[config.mk]
export PLATFORM = sky130hd
export DESIGN_NAME = pc_unit
export DESIGN_NICKNAME = d
export VERILOG_FILES = /design/src/rtl/pc_unit.sv
export SDC_FILE = /design/constraint.sdc
export NUM_CORES = 1
export LEC_CHECK = 0
export CORE_MARGIN = 2
export CORE_UTILIZATION = 54
export DETAILED_ROUTE_END_ITERATION = 10
export PLACE_DENSITY = 0.82
export SLEW_MARGIN = 20
export SYNTH_ARGS = -nofsm -noshare
export SYNTH_HDL_FRONTEND = slang
export SYNTH_SLANG_ARGS = --single-unit
[constraint.sdc]
create_clock -name clk_i -period 4.8 [get_ports clk_i]
set_input_delay 1.44 -clock clk_i [delete_from_list [all_inputs] [get_ports clk_i]]
set_output_delay 1.44 -clock clk_i [all_outputs]
set_load 0.005 [all_outputs]
[src/rtl/pc_unit.sv]
// pc_unit: prioritised next-PC selection with stall, branch/jump/jr and a
// circular return-address stack for call/return. Rev 1.0
`default_nettype none

module pc_unit #(
  parameter int               WIDTH        = 32,
  parameter logic [WIDTH-1:0] RESET_VECTOR = '0,
  parameter int               PC_INC       = 4,
  parameter int               OFF_SHIFT    = 2,
  parameter int               RAS_DEPTH    = 4
) (
  input  logic             clk_i,
  input  logic             reset_i,
  input  logic             stall_i,
  input  logic             branch_taken_i,
  input  logic [WIDTH-1:0] branch_offset_i,
  input  logic             jump_i,
  input  logic [WIDTH-1:0] jump_target_i,
  input  logic             jr_i,
  input  logic [WIDTH-1:0] rs_i,
  input  logic             call_i,
  input  logic             ret_i,
  output logic [WIDTH-1:0] cur_o,
  output logic [WIDTH-1:0] pc_plus_o,
  output logic             ras_empty_o,
  output logic             ras_full_o,
  output logic             ras_overflow_o
);

  localparam int               PW       = $clog2(RAS_DEPTH);
  localparam int               CW       = PW + 1;
  localparam logic [WIDTH-1:0] INC      = WIDTH'(PC_INC);
  localparam logic [CW-1:0]    FULL_CNT = CW'(RAS_DEPTH);

  logic [WIDTH-1:0] cur_q, cur_d;
  logic [PW-1:0]    top_q, top_d;
  logic [CW-1:0]    cnt_q, cnt_d;
  logic             ovf_q, ovf_d;
  logic [WIDTH-1:0] ras_q [RAS_DEPTH];

  logic [WIDTH-1:0] pc_plus;
  logic             empty, full;
  logic             wr_en;
  logic [PW-1:0]    wr_idx;

  assign pc_plus = cur_q + INC;
  assign empty   = (cnt_q == '0);
  assign full    = (cnt_q == FULL_CNT);

  always_comb begin
    cur_d  = cur_q;
    top_d  = top_q;
    cnt_d  = cnt_q;
    ovf_d  = ovf_q;
    wr_en  = 1'b0;
    wr_idx = top_q + PW'(1);
    if (!stall_i) begin
      if (ret_i)               cur_d = empty ? rs_i : ras_q[top_q];
      else if (jr_i)           cur_d = rs_i;
      else if (jump_i)         cur_d = jump_target_i;
      else if (branch_taken_i) cur_d = pc_plus + (branch_offset_i << OFF_SHIFT);
      else                     cur_d = pc_plus;

      // ret+call on a non-empty stack replaces the top in place
      if (ret_i && call_i && !empty) begin
        wr_en  = 1'b1;
        wr_idx = top_q;
      end else if (call_i && (ret_i || jr_i || jump_i)) begin
        wr_en = 1'b1;
        top_d = top_q + PW'(1);
        if (full) ovf_d = 1'b1;
        else      cnt_d = cnt_q + CW'(1);
      end else if (ret_i && !empty) begin
        top_d = top_q - PW'(1);
        cnt_d = cnt_q - CW'(1);
      end
    end
  end

  always_ff @(posedge clk_i or posedge reset_i) begin
    if (reset_i) begin
      cur_q <= RESET_VECTOR;
      top_q <= '0;
      cnt_q <= '0;
      ovf_q <= 1'b0;
    end else begin
      cur_q <= cur_d;
      top_q <= top_d;
      cnt_q <= cnt_d;
      ovf_q <= ovf_d;
    end
  end

  // Entry contents need no reset; only count/pointer define validity
  always_ff @(posedge clk_i) begin
    if (wr_en) ras_q[wr_idx] <= pc_plus;
  end

  assign cur_o          = cur_q;
  assign pc_plus_o      = pc_plus;
  assign ras_empty_o    = empty;
  assign ras_full_o     = full;
  assign ras_overflow_o = ovf_q;

endmodule

`default_nettype wire

## Yosys cells after proc, flatten, opt, wreduce, memory -nomap -nowiden

Memory sizes are Yosys's and may differ from the RTL's.
Index checks and enable logic that the tools add are counted.

- Bits in registers: 38
- Bits in writable memories: 128
- Input port bits: 104
- Output and inout bits: 67
- Word-level logic and storage cells: 44
- Memories: 1

- Add/subtract/negate cells: 6
- Equal/unequal tests: 2
- Mux-type cells: 17
- Bitwise operators: 2
- Reductions and logical operators: 12

Memories:

| name | words | width | read ports | clocked after memory_dff | wr ports | RTL line | RTL |
|---|---|---|---|---|---|---|---|
| ras_q | 4 | 32 | 1 | 0 | 1 | 39 | `logic [WIDTH-1:0] ras_q [RAS_DEPTH];` |

Operators by type and width:

| operator | number |
|---|---|
| 32-bit 2-to-1 mux | 5 |
| 32-bit by 3-bit adder with 32-bit output (second input constant) | 1 |
| 32-bit adder | 1 |
| 3-bit 2-to-1 mux | 3 |
| 2-bit 2-to-1 mux | 4 |
| 4-bit AND reduction | 2 |
| 1-bit 2-to-1 mux | 5 |
| 1-bit logical AND | 4 |
| 3-bit by 1-bit adder with 3-bit output (second input constant) | 1 |
| 3-bit == test (second input constant) | 1 |
| 3-bit logical NOT | 1 |
| 3-bit AND reduction | 1 |
| 3-bit by 1-bit subtractor with 3-bit output (second input constant) | 1 |
| 2-bit by 1-bit adder with 2-bit output (second input constant) | 1 |
| 1-bit logical OR | 2 |
| 2-bit inequality test (second input constant) | 1 |
| 1-bit NOT | 2 |
| 2-bit nonzero test | 1 |
| 2-bit by 1-bit subtractor with 2-bit output (second input constant) | 1 |
| 1-bit logical NOT | 1 |

## Depth between registers and ports, before layout

Gate-level depths: netlist (run 1).

- Depth in word-level cells: 8
- Gate-level depth with buffers: 16
- Mapped depth without buffers: 16

## Worst setup path before layout (run 1)

Ideal clock, no wire load.

- Path type: input -> register
- Start: input port ret_i
- End: memory ras_q[0][0] (enable)
- Data arrival time: 4507 ps
- Required time: 4330 ps
- Setup slack: -177 ps
- Stages: 6
- Path buffers: 1
- Cells stage by stage: buf_6 nor2_1 nand2_1 nand2_1 nor2_1 a21boi_0

- Longest elaborated chain between the ends: 8
- Elaborated cells between the ends (all ways): 12

RTL lines:

| element | RTL line | RTL |
|---|---|---|
| start, declared | 22 | `input logic ret_i,` |
| 1-bit logical OR (2 in series) | 68 | `end else if (call_i && (ret_i \|\| jr_i \|\| jump_i)) begin` |
| 1-bit logical AND | 68 |  |
| 1-bit 2-to-1 mux | 68 |  |
| 1-bit 2-to-1 mux | 65 | `if (ret_i && call_i && !empty) begin` |
| 1-bit 2-to-1 mux | 57 | `if (!stall_i) begin` |
| 1-bit 2-to-1 mux | 96 | `if (wr_en) ras_q[wr_idx] <= pc_plus;` |
| 1-bit 2-to-1 mux (implied by the code) | 96 |  |
| end, declared | 39 |  |

Parallel ways exist; a longest one is shown, timed or not.

## Final worst setup path (run 1)

- Start: register cur_q[2] (netlist: cur_o[2])
- End: output port pc_plus_o[30]

- Longest elaborated chain between the ends: 1

RTL lines:

| element | RTL line | RTL |
|---|---|---|
| start, declared | 35 | `logic [WIDTH-1:0] cur_q, cur_d;` |
| start signal, assigned | 87 | `cur_q <= cur_d;` |
| 32-bit by 3-bit adder with 32-bit output | 46 | `assign pc_plus = cur_q + INC;` |
| end, declared | 24 | `output logic [WIDTH-1:0] pc_plus_o,` |

Every way passes these cells.

==> metrics.txt, run 1 <==
# TYPE chip_impl_metric gauge
chip_impl_metric{name="clock_skew",unit="ns"} 0.00898
chip_impl_metric{name="num-nets-final",unit=""} 1192
chip_impl_metric{name="syn-num-nets",unit=""} 1008
chip_impl_metric{name="grt_max_degree",unit=""} 49
chip_impl_metric{name="ctsHtreeMaxLevel",unit=""} 4
chip_impl_info{name="tritoncts",value="done"} 1
chip_impl_metric{name="post_route_cells_drive_above_1_share",unit=""} 0.129
chip_impl_metric{name="grt_use_met3",unit=""} 0.0552
chip_impl_metric{name="floorplan.initialDensity",unit=""} 0.556
chip_impl_metric{name="share_clk_of_total_power",unit=""} 0.224
chip_impl_metric{name="finalWeightedCongestion",unit=""} 0.963
chip_impl_metric{name="postSynthCellCount",unit=""} 866
chip_impl_metric{name="final.period_utilization",unit=""} 0.983
chip_impl_metric{name="worst-path-max-fanout",unit=""} 7
chip_impl_metric{name="slew-limit-headroom",unit=""} 0.371
chip_impl_metric{name="grt_overflow_total",unit=""} 0
chip_impl_metric{name="sw_frac_of_total",unit=""} 0.369
chip_impl_info{name="crit_path_end_kind",value="output pin"} 1
chip_impl_metric{name="worst_slew_pin_slew",unit="ns"} 0.936
chip_impl_metric{name="grtUsageMet2",unit=""} 0.508
chip_impl_metric{name="gr-usage-met1",unit=""} 0.460
chip_impl_metric{name="final_cells",unit=""} 1289
chip_impl_metric{name="clk-insertion-delay-late",unit="ns"} 0.44
chip_impl_metric{name="total_die_area",unit="um2"} 19000
chip_impl_metric{name="ys_ff_latch",unit=""} 166
chip_impl_metric{name="row_count",unit=""} 48
chip_impl_metric{name="avgViaCountPerCell",unit=""} 6.50
chip_impl_metric{name="hpwl",unit="um"} 21100
chip_impl_metric{name="crit_arrival",unit="ns"} 3.28
chip_impl_metric{name="wire_length_of_the_first_global_routing_pass",unit="um"} 45700
chip_impl_metric{name="timing.setup.tns",unit="ns"} 0
chip_impl_metric{name="postRouteAntennaNets",unit=""} 0
chip_impl_metric{name="yosysUniqueCellTypes",unit=""} 75
chip_impl_metric{name="combPwrFrac",unit=""} 0.447
chip_impl_metric{name="drt_first_iter_violations",unit=""} 952
chip_impl_metric{name="wire_per_inst",unit="um"} 23.6
chip_impl_info{name="outcome",value="finished, final reports clean"} 1
chip_impl_metric{name="drt-pass1-iter-count",unit=""} 5
chip_impl_metric{name="fmax",unit="GHz"} 0.212
chip_impl_info{name="worstHoldPathType",value="flop to flop"} 1
chip_impl_metric{name="cts-hold-fix-buffers",unit=""} 0
chip_impl_metric{name="post_synth_edffs",unit=""} 128
chip_impl_info{name="clock_tree.root_cell",value="sky130_fd_sc_hd__clkbuf_16"} 1
chip_impl_metric{name="synthesis.yosys.warnings",unit=""} 0
chip_impl_metric{name="wl",unit="um"} 30400
chip_impl_info{name="grt.busiest_layer",value="met2"} 1
chip_impl_metric{name="grt_util_all_layers",unit=""} 0.328
chip_impl_metric{name="route.vias.total",unit=""} 8383
chip_impl_metric{name="netlist_area",unit="um2"} 9680
chip_impl_metric{name="p_seq_frac",unit=""} 0.329
chip_impl_metric{name="die_y",unit="um"} 138
chip_impl_metric{name="syn-mean-instance-area",unit="um2"} 11.2
chip_impl_metric{name="dp.cells",unit=""} 1256
chip_impl_metric{name="core_area",unit="um2"} 17400
chip_impl_metric{name="power_density",unit="nW/um2"} 537
chip_impl_metric{name="net-switching-power",unit="mW"} 2.46
chip_impl_metric{name="grt_antenna_before_repair",unit=""} 1
chip_impl_metric{name="pre_cts_ws",unit="ns"} 0.409
chip_impl_metric{name="grt_pass1_vias",unit=""} 8027
chip_impl_metric{name="cts_made_buffers",unit=""} 17
chip_impl_metric{name="cellLeakagePower",unit="nW"} 4.62
chip_impl_metric{name="clkSinkCount",unit=""} 166
chip_impl_metric{name="floorplan.io_pins",unit=""} 171
chip_impl_metric{name="proportion_of_synthesized_chip_area_in_sequential_cells",unit=""} 0.495
chip_impl_info{name="startpoint_type",value="flop"} 1
chip_impl_metric{name="clk_transition_reported_paths",unit="ns"} 0.07
chip_impl_metric{name="die_w",unit="um"} 138
chip_impl_metric{name="portBuffers",unit=""} 168
chip_impl_metric{name="cap_violations",unit=""} 0
chip_impl_metric{name="final.setup.worst_slack",unit="ns"} 0.0803
chip_impl_metric{name="max-clock-path-buffers",unit=""} 2
chip_impl_info{name="crit_path_category",value="flop to output pin"} 1
chip_impl_metric{name="synthArstFlopShare",unit=""} 0.229
chip_impl_metric{name="layout-area-overhead-vs-synth",unit="%"} 28.4
chip_impl_metric{name="post-route-drc-count",unit=""} 0
chip_impl_info{name="rsz0062_at_grt",value="false"} 1
chip_impl_metric{name="worst_ir_drop_vdd",unit="uV"} 340
chip_impl_metric{name="final_hold_viol_count",unit=""} 0
chip_impl_info{name="ys.flop_type",value="sky130_fd_sc_hd__edfxtp_1"} 1
chip_impl_metric{name="timing.final.crit_period",unit="ns"} 4.72
chip_impl_metric{name="internal_power",unit="mW"} 4.22
chip_impl_metric{name="finalMaxSlewViolations",unit=""} 0
chip_impl_metric{name="fillCellCount",unit=""} 1241
chip_impl_metric{name="critPathRequiredTime",unit="ns"} 3.36
chip_impl_metric{name="setup_violations",unit=""} 0
==> kinds of logic (layout without fill, tap and decap cells) <==
group / count (synthesis) / after routing / synth area share
DFF: 166 / 166 / 0.495
muxes: 40 / 40 / 0.0834
adders and majority gates: 38 / 38 / 0.0507
and+or+nand+nor: 274 / 274 / 0.133
other: 0 / 1 / 0
xor gates and xnor gates: 53 / 53 / 0.0479
buffers and inverters: 69 / 266 / 0.0326
AOI/OAI and AO/OA: 226 / 226 / 0.157
==> per-stage QoR <==
stage	utilization	total power [mW]	area, um2	hold WS (ns)
after floorplan	-	3.95	9690	0.458
after global placement	0.676	5.04	11800	0.457
after detailed placement	0.676	5.11	11800	0.494
after CTS	0.713	6.63	12400	0.507
after global routing	0.714	6.99	12400	0.517
final	0.714	6.68	12400	0.509
==> cell type report <==
cell class,instances,area [um2],share of cell area
tap,225,282,0.0227
inverter,24,90.1,0.00725
timing repair buffer,210,2000,0.161
clock buffer,18,429,0.0345
sequential,166,4800,0.386
antenna,1,2.50,0.000201
multi-input combinational,631,4610,0.371
clock inverter,14,214,0.0172
==> critical path, stage by stage, from the launching register on <==
cell and delay [ns]:
sky130_fd_sc_hd__dfrtp_1 0.46, sky130_fd_sc_hd__ha_1 0.24, sky130_fd_sc_hd__and4_1 0.33, sky130_fd_sc_hd__nand3_1 0.32
sky130_fd_sc_hd__nor4_1 0.47, sky130_fd_sc_hd__xnor2_1 0.39, sky130_fd_sc_hd__clkdlybuf4s50_1 0.64
==> power groups by stage <==
stage	combinational, mW	sequential, mW	clock, mW
4_1_cts	2.94	2.19	1.50
5_1_grt	3.21	2.22	1.55
2_1_floorplan	1.87	2.08	0
3_3_place_gp	2.84	2.20	0
3_5_place_dp	2.90	2.21	0
6_report	2.99	2.19	1.50
==> sequential cells by signal (all words and copies together) (netlist names) <==
| register | cells |
|---|---|
| cnt_q | 3 |
| ras_overflow_o | 1 |
| top_q | 2 |
| ras_q | 128 |
| cur_o | 32 |
==> synth_stat cells, types with 17 or more instances <==
cell | n | area [um2]
sky130_fd_sc_hd__inv_1 | 21 | 78.8
sky130_fd_sc_hd__a21oi_1 | 54 | 270
sky130_fd_sc_hd__nand2_1 | 128 | 480
sky130_fd_sc_hd__o21ai_1 | 23 | 115
sky130_fd_sc_hd__nor2_1 | 51 | 191
sky130_fd_sc_hd__o21ai_0 | 19 | 95.1
sky130_fd_sc_hd__nor3_1 | 19 | 95.1
sky130_fd_sc_hd__ha_1 | 36 | 450
sky130_fd_sc_hd__dfrtp_1 | 38 | 951
sky130_fd_sc_hd__a221oi_1 | 19 | 166
sky130_fd_sc_hd__clkbuf_1 | 32 | 120
sky130_fd_sc_hd__mux4_2 | 32 | 721
sky130_fd_sc_hd__edfxtp_1 | 128 | 3840
sky130_fd_sc_hd__xor2_1 | 17 | 149
sky130_fd_sc_hd__xnor2_1 | 36 | 315
==> layout by cell type (no fill, tap or decap), types with 18 or more instances in the layout <==
cell type	count
sky130_fd_sc_hd__o21ai_0	19
sky130_fd_sc_hd__inv_1	20
sky130_fd_sc_hd__nor2_1	49
sky130_fd_sc_hd__mux4_2	32
sky130_fd_sc_hd__o21ai_1	23
sky130_fd_sc_hd__a21oi_1	54
sky130_fd_sc_hd__a221oi_1	19
sky130_fd_sc_hd__clkdlybuf4s50_1	166
sky130_fd_sc_hd__edfxtp_1	128
sky130_fd_sc_hd__nor3_1	18
sky130_fd_sc_hd__nand2_1	128
sky130_fd_sc_hd__buf_4	41
sky130_fd_sc_hd__xnor2_1	35
sky130_fd_sc_hd__ha_1	36
sky130_fd_sc_hd__dfrtp_1	37
==> layer usage <==
metal	vias to the layer above	share of wire
li1	3688	-
met1	4014	0.39
met2	598	0.46
met3	83	0.12
met4	0	0.034
met5	-	0
==> path summary, 6_finish.rpt <==
kind	start	to	slack, ns	cells after the start
worst max-delay path	cur_o[2]	pc_plus_o[30]	0.08	6
worst min-delay path	cnt_q[2]	cnt_q[2]	0.51	1
worst max register to register	cur_o[2]	cur_o[29]	0.31	16
worst min register to register	cnt_q[2]	cnt_q[2]	0.51	1
max in group asynchronous	reset_i	top_q[0]	2.90	3
min in group asynchronous	reset_i	cur_o[1]	1.47	3
==> what timing repair did <==
| item | 4_1_cts | 5_1_grt |
|---|---|---|
| gates resized for setup | 0 | 2 |
| buffers inserted | 0 | 0 |
| setup endpoints to repair | 0 | 2 |
No activity file was read; power rests on OpenSTA's default activity.
==> run 2: changes to the inputs <==
--- a/config.mk
+++ b/config.mk
@@ -5,10 +5,8 @@
 export SDC_FILE = /design/constraint.sdc
 export NUM_CORES = 1
 export LEC_CHECK = 0
-export CORE_MARGIN = 2
-export CORE_UTILIZATION = 54
+export CORE_UTILIZATION = 39
 export DETAILED_ROUTE_END_ITERATION = 10
-export PLACE_DENSITY = 0.82
 export SLEW_MARGIN = 20
 export SYNTH_ARGS = -nofsm -noshare
 export SYNTH_HDL_FRONTEND = slang
==> run 2 against run 1 <==
Net effect:
- global-route usage is 7.9 points lower
- largest cell class unchanged
- maximum frequency is 3.5% higher
- clock power is 12% lower
- hold slack worse by 0.022 ns
- clock skew is 0.0026 ns lower
- critical path depth is 1 higher
==> metrics.txt, run 2 (synthesis gave the netlist of run 1 again) <==
# TYPE chip_impl_metric gauge
chip_impl_metric{name="crit_arrival",unit="ns"} 3.12
chip_impl_metric{name="final_hold_viol_count",unit=""} 0
chip_impl_metric{name="avgViaCountPerCell",unit=""} 5.75
chip_impl_metric{name="post-cts-setup-buffers",unit=""} 0
chip_impl_metric{name="die_w",unit="um"} 160
chip_impl_metric{name="reg2reg_setup_slack",unit="ns"} 0.44
chip_impl_metric{name="finalWeightedCongestion",unit=""} 0.876
chip_impl_metric{name="max-clock-path-buffers",unit=""} 2
chip_impl_metric{name="grt_max_degree",unit=""} 45
chip_impl_metric{name="setup_violations",unit=""} 0
chip_impl_metric{name="floorplan.initialDensity",unit=""} 0.398
chip_impl_metric{name="worst_hold_slack",unit="ns"} 0.487
chip_impl_metric{name="cap_violations",unit=""} 0
chip_impl_info{name="mostFrequentLayoutCells",value="166 x sky130_fd_sc_hd__clkdlybuf4s50_1, 128 x sky130_fd_sc_hd__nand2_1, 128 x sky130_fd_sc_hd__edfxtp_1, 54 x sky130_fd_sc_hd__a21oi_1"} 1
chip_impl_info{name="tritoncts",value="done"} 1
chip_impl_info{name="worstHoldPathType",value="flop to flop"} 1
chip_impl_metric{name="fmax",unit="GHz"} 0.219
chip_impl_metric{name="power_density",unit="nW/um2"} 516
chip_impl_metric{name="total_die_area",unit="um2"} 25500
chip_impl_info{name="startpoint_type",value="flop"} 1
chip_impl_metric{name="die_y",unit="um"} 160
chip_impl_info{name="clock_tree.root_cell",value="sky130_fd_sc_hd__clkbuf_16"} 1
chip_impl_metric{name="wl",unit="um"} 30900
chip_impl_metric{name="dp.cells",unit=""} 1363
chip_impl_info{name="outcome",value="finished, final reports clean"} 1
chip_impl_metric{name="final_cells",unit=""} 1395
chip_impl_metric{name="postRouteAntennaNets",unit=""} 0
chip_impl_metric{name="slew-limit-headroom",unit=""} 0.258
chip_impl_metric{name="worst-r2r-cell-count",unit=""} 15
chip_impl_metric{name="num-nets-final",unit=""} 1200
chip_impl_metric{name="critPathRequiredTime",unit="ns"} 3.36
chip_impl_metric{name="final.period_utilization",unit=""} 0.950
chip_impl_metric{name="grt_pass1_vias",unit=""} 7765
chip_impl_metric{name="timing.setup.tns",unit="ns"} 0
chip_impl_metric{name="final.setup.worst_slack",unit="ns"} 0.241
chip_impl_metric{name="wire_per_inst",unit="um"} 22.2
chip_impl_info{name="layout.cells.most_common",value="sky130_fd_sc_hd__clkdlybuf4s50_1"} 1
chip_impl_metric{name="layout-area-overhead-vs-synth",unit="%"} 29.6
chip_impl_metric{name="finalMaxSlewViolations",unit=""} 0
chip_impl_metric{name="largest_reg_flops",unit=""} 128
chip_impl_metric{name="route.vias.total",unit=""} 8022
chip_impl_metric{name="clock_skew",unit="ns"} 0.00637
chip_impl_metric{name="hold_depth",unit=""} 1
chip_impl_metric{name="drt_first_iter_violations",unit=""} 744
chip_impl_info{name="rsz0062_at_grt",value="false"} 1
chip_impl_info{name="crit_path_end_kind",value="output pin"} 1
chip_impl_metric{name="drt-pass1-iter-count",unit=""} 5
chip_impl_metric{name="cts_made_buffers",unit=""} 17
chip_impl_metric{name="pre_cts_ws",unit="ns"} 0.301
chip_impl_metric{name="clkSinkCount",unit=""} 166
chip_impl_info{name="regMostFlops",value="ras_q"} 1
chip_impl_metric{name="cts-hold-fix-buffers",unit=""} 0
chip_impl_metric{name="portBuffers",unit=""} 168
chip_impl_metric{name="grt_util_all_layers",unit=""} 0.248
chip_impl_info{name="crit_path_category",value="flop to output pin"} 1
chip_impl_metric{name="ctsHtreeMaxLevel",unit=""} 4
chip_impl_metric{name="hpwl",unit="um"} 22500
chip_impl_metric{name="grt_overflow_total",unit=""} 0
chip_impl_metric{name="number_of_inserted_diodes",unit=""} 0
chip_impl_metric{name="timing.final.crit_period",unit="ns"} 4.56
chip_impl_metric{name="post_route_cells_drive_above_1_share",unit=""} 0.136
chip_impl_metric{name="cellLeakagePower",unit="nW"} 4.61
chip_impl_metric{name="worst_ir_drop_vdd",unit="uV"} 216
chip_impl_metric{name="core_area",unit="um2"} 24300
chip_impl_metric{name="clk-insertion-delay-late",unit="ns"} 0.43
chip_impl_metric{name="row_count",unit=""} 57
chip_impl_metric{name="floorplan.io_pins",unit=""} 171
chip_impl_metric{name="fin_area",unit="um2"} 12500
chip_impl_metric{name="placement.cell_area",unit="um2"} 12000
chip_impl_metric{name="wire_length_of_the_first_global_routing_pass",unit="um"} 47100
chip_impl_metric{name="worst_slew_pin_slew",unit="ns"} 1.11
chip_impl_metric{name="grt_antenna_before_repair",unit=""} 0
chip_impl_metric{name="worst-path-max-fanout",unit=""} 6
chip_impl_metric{name="post-route-drc-count",unit=""} 0
chip_impl_metric{name="clk_transition_reported_paths",unit="ns"} 0.07
## run 2: changes by cell type in the layout (fill, tap and decap cells not counted), sizes merged
cell,previous run,this run
inv,29,27
diode,1,0
clkinv,4,5
clkinvlp,1,5
buf,44,52
bufinv,4,1
## run 2: path summary, 6_finish.rpt
check | start | endpoint
worst min register to register | ras_overflow_o | ras_overflow_o
worst max register to register | cur_o[2] | cur_o[31]
worst min-delay path | ras_overflow_o | ras_overflow_o
max in group asynchronous | reset_i | top_q[0]
worst max-delay path | cur_o[8] | pc_plus_o[29]
min in group asynchronous | reset_i | cur_o[3]
## run 2: through the flow
step                      utilization  power, mW
after floorplan                     -       3.95
after global placement          0.492       5.14
after detailed placement        0.492       5.17
after CTS                       0.515       6.50
after global routing            0.516       6.85
final                           0.516       6.48
## run 2: repair_timing
action,in CTS,in global routing
resized for setup,0,3
setup endpoints to repair,0,3
endpoints found under the hold margin,0,0
## run 2: power by group
group,internal [mW],switching (mW)
logic,1.43,1.52
clock network,0.730,0.594
registers,1.90,0.299
total,4.07,2.41
## run 2: critical path, cell delays in order (launching register included)
cell	delay (ns)
sky130_fd_sc_hd__dfrtp_1	0.45
sky130_fd_sc_hd__and4_1	0.37
sky130_fd_sc_hd__nand4_1	0.25
sky130_fd_sc_hd__buf_4	0.23
sky130_fd_sc_hd__nor3_1	0.41
sky130_fd_sc_hd__nand4_1	0.17
sky130_fd_sc_hd__xnor2_1	0.25
sky130_fd_sc_hd__clkdlybuf4s50_1	0.55
## run 2: final cells by class
type,instances,area (um2)
Sequential cell,166,4800
Fill cell,2145,11800
Clock inverter,14,124
Multi-Input combinational cell,631,4630
Clock buffer,18,439
Timing Repair Buffer,218,2060
Inverter,24,90.1
Tap cell,324,405
## run 2: layer usage
layer,share of wire,GRT usage,vias up
met5,0,0,-
met4,0.016,0.0612,0
met3,0.087,0.0508,33
met2,0.45,0.375,357
met1,0.45,0.364,3924
li1,-,-,3708
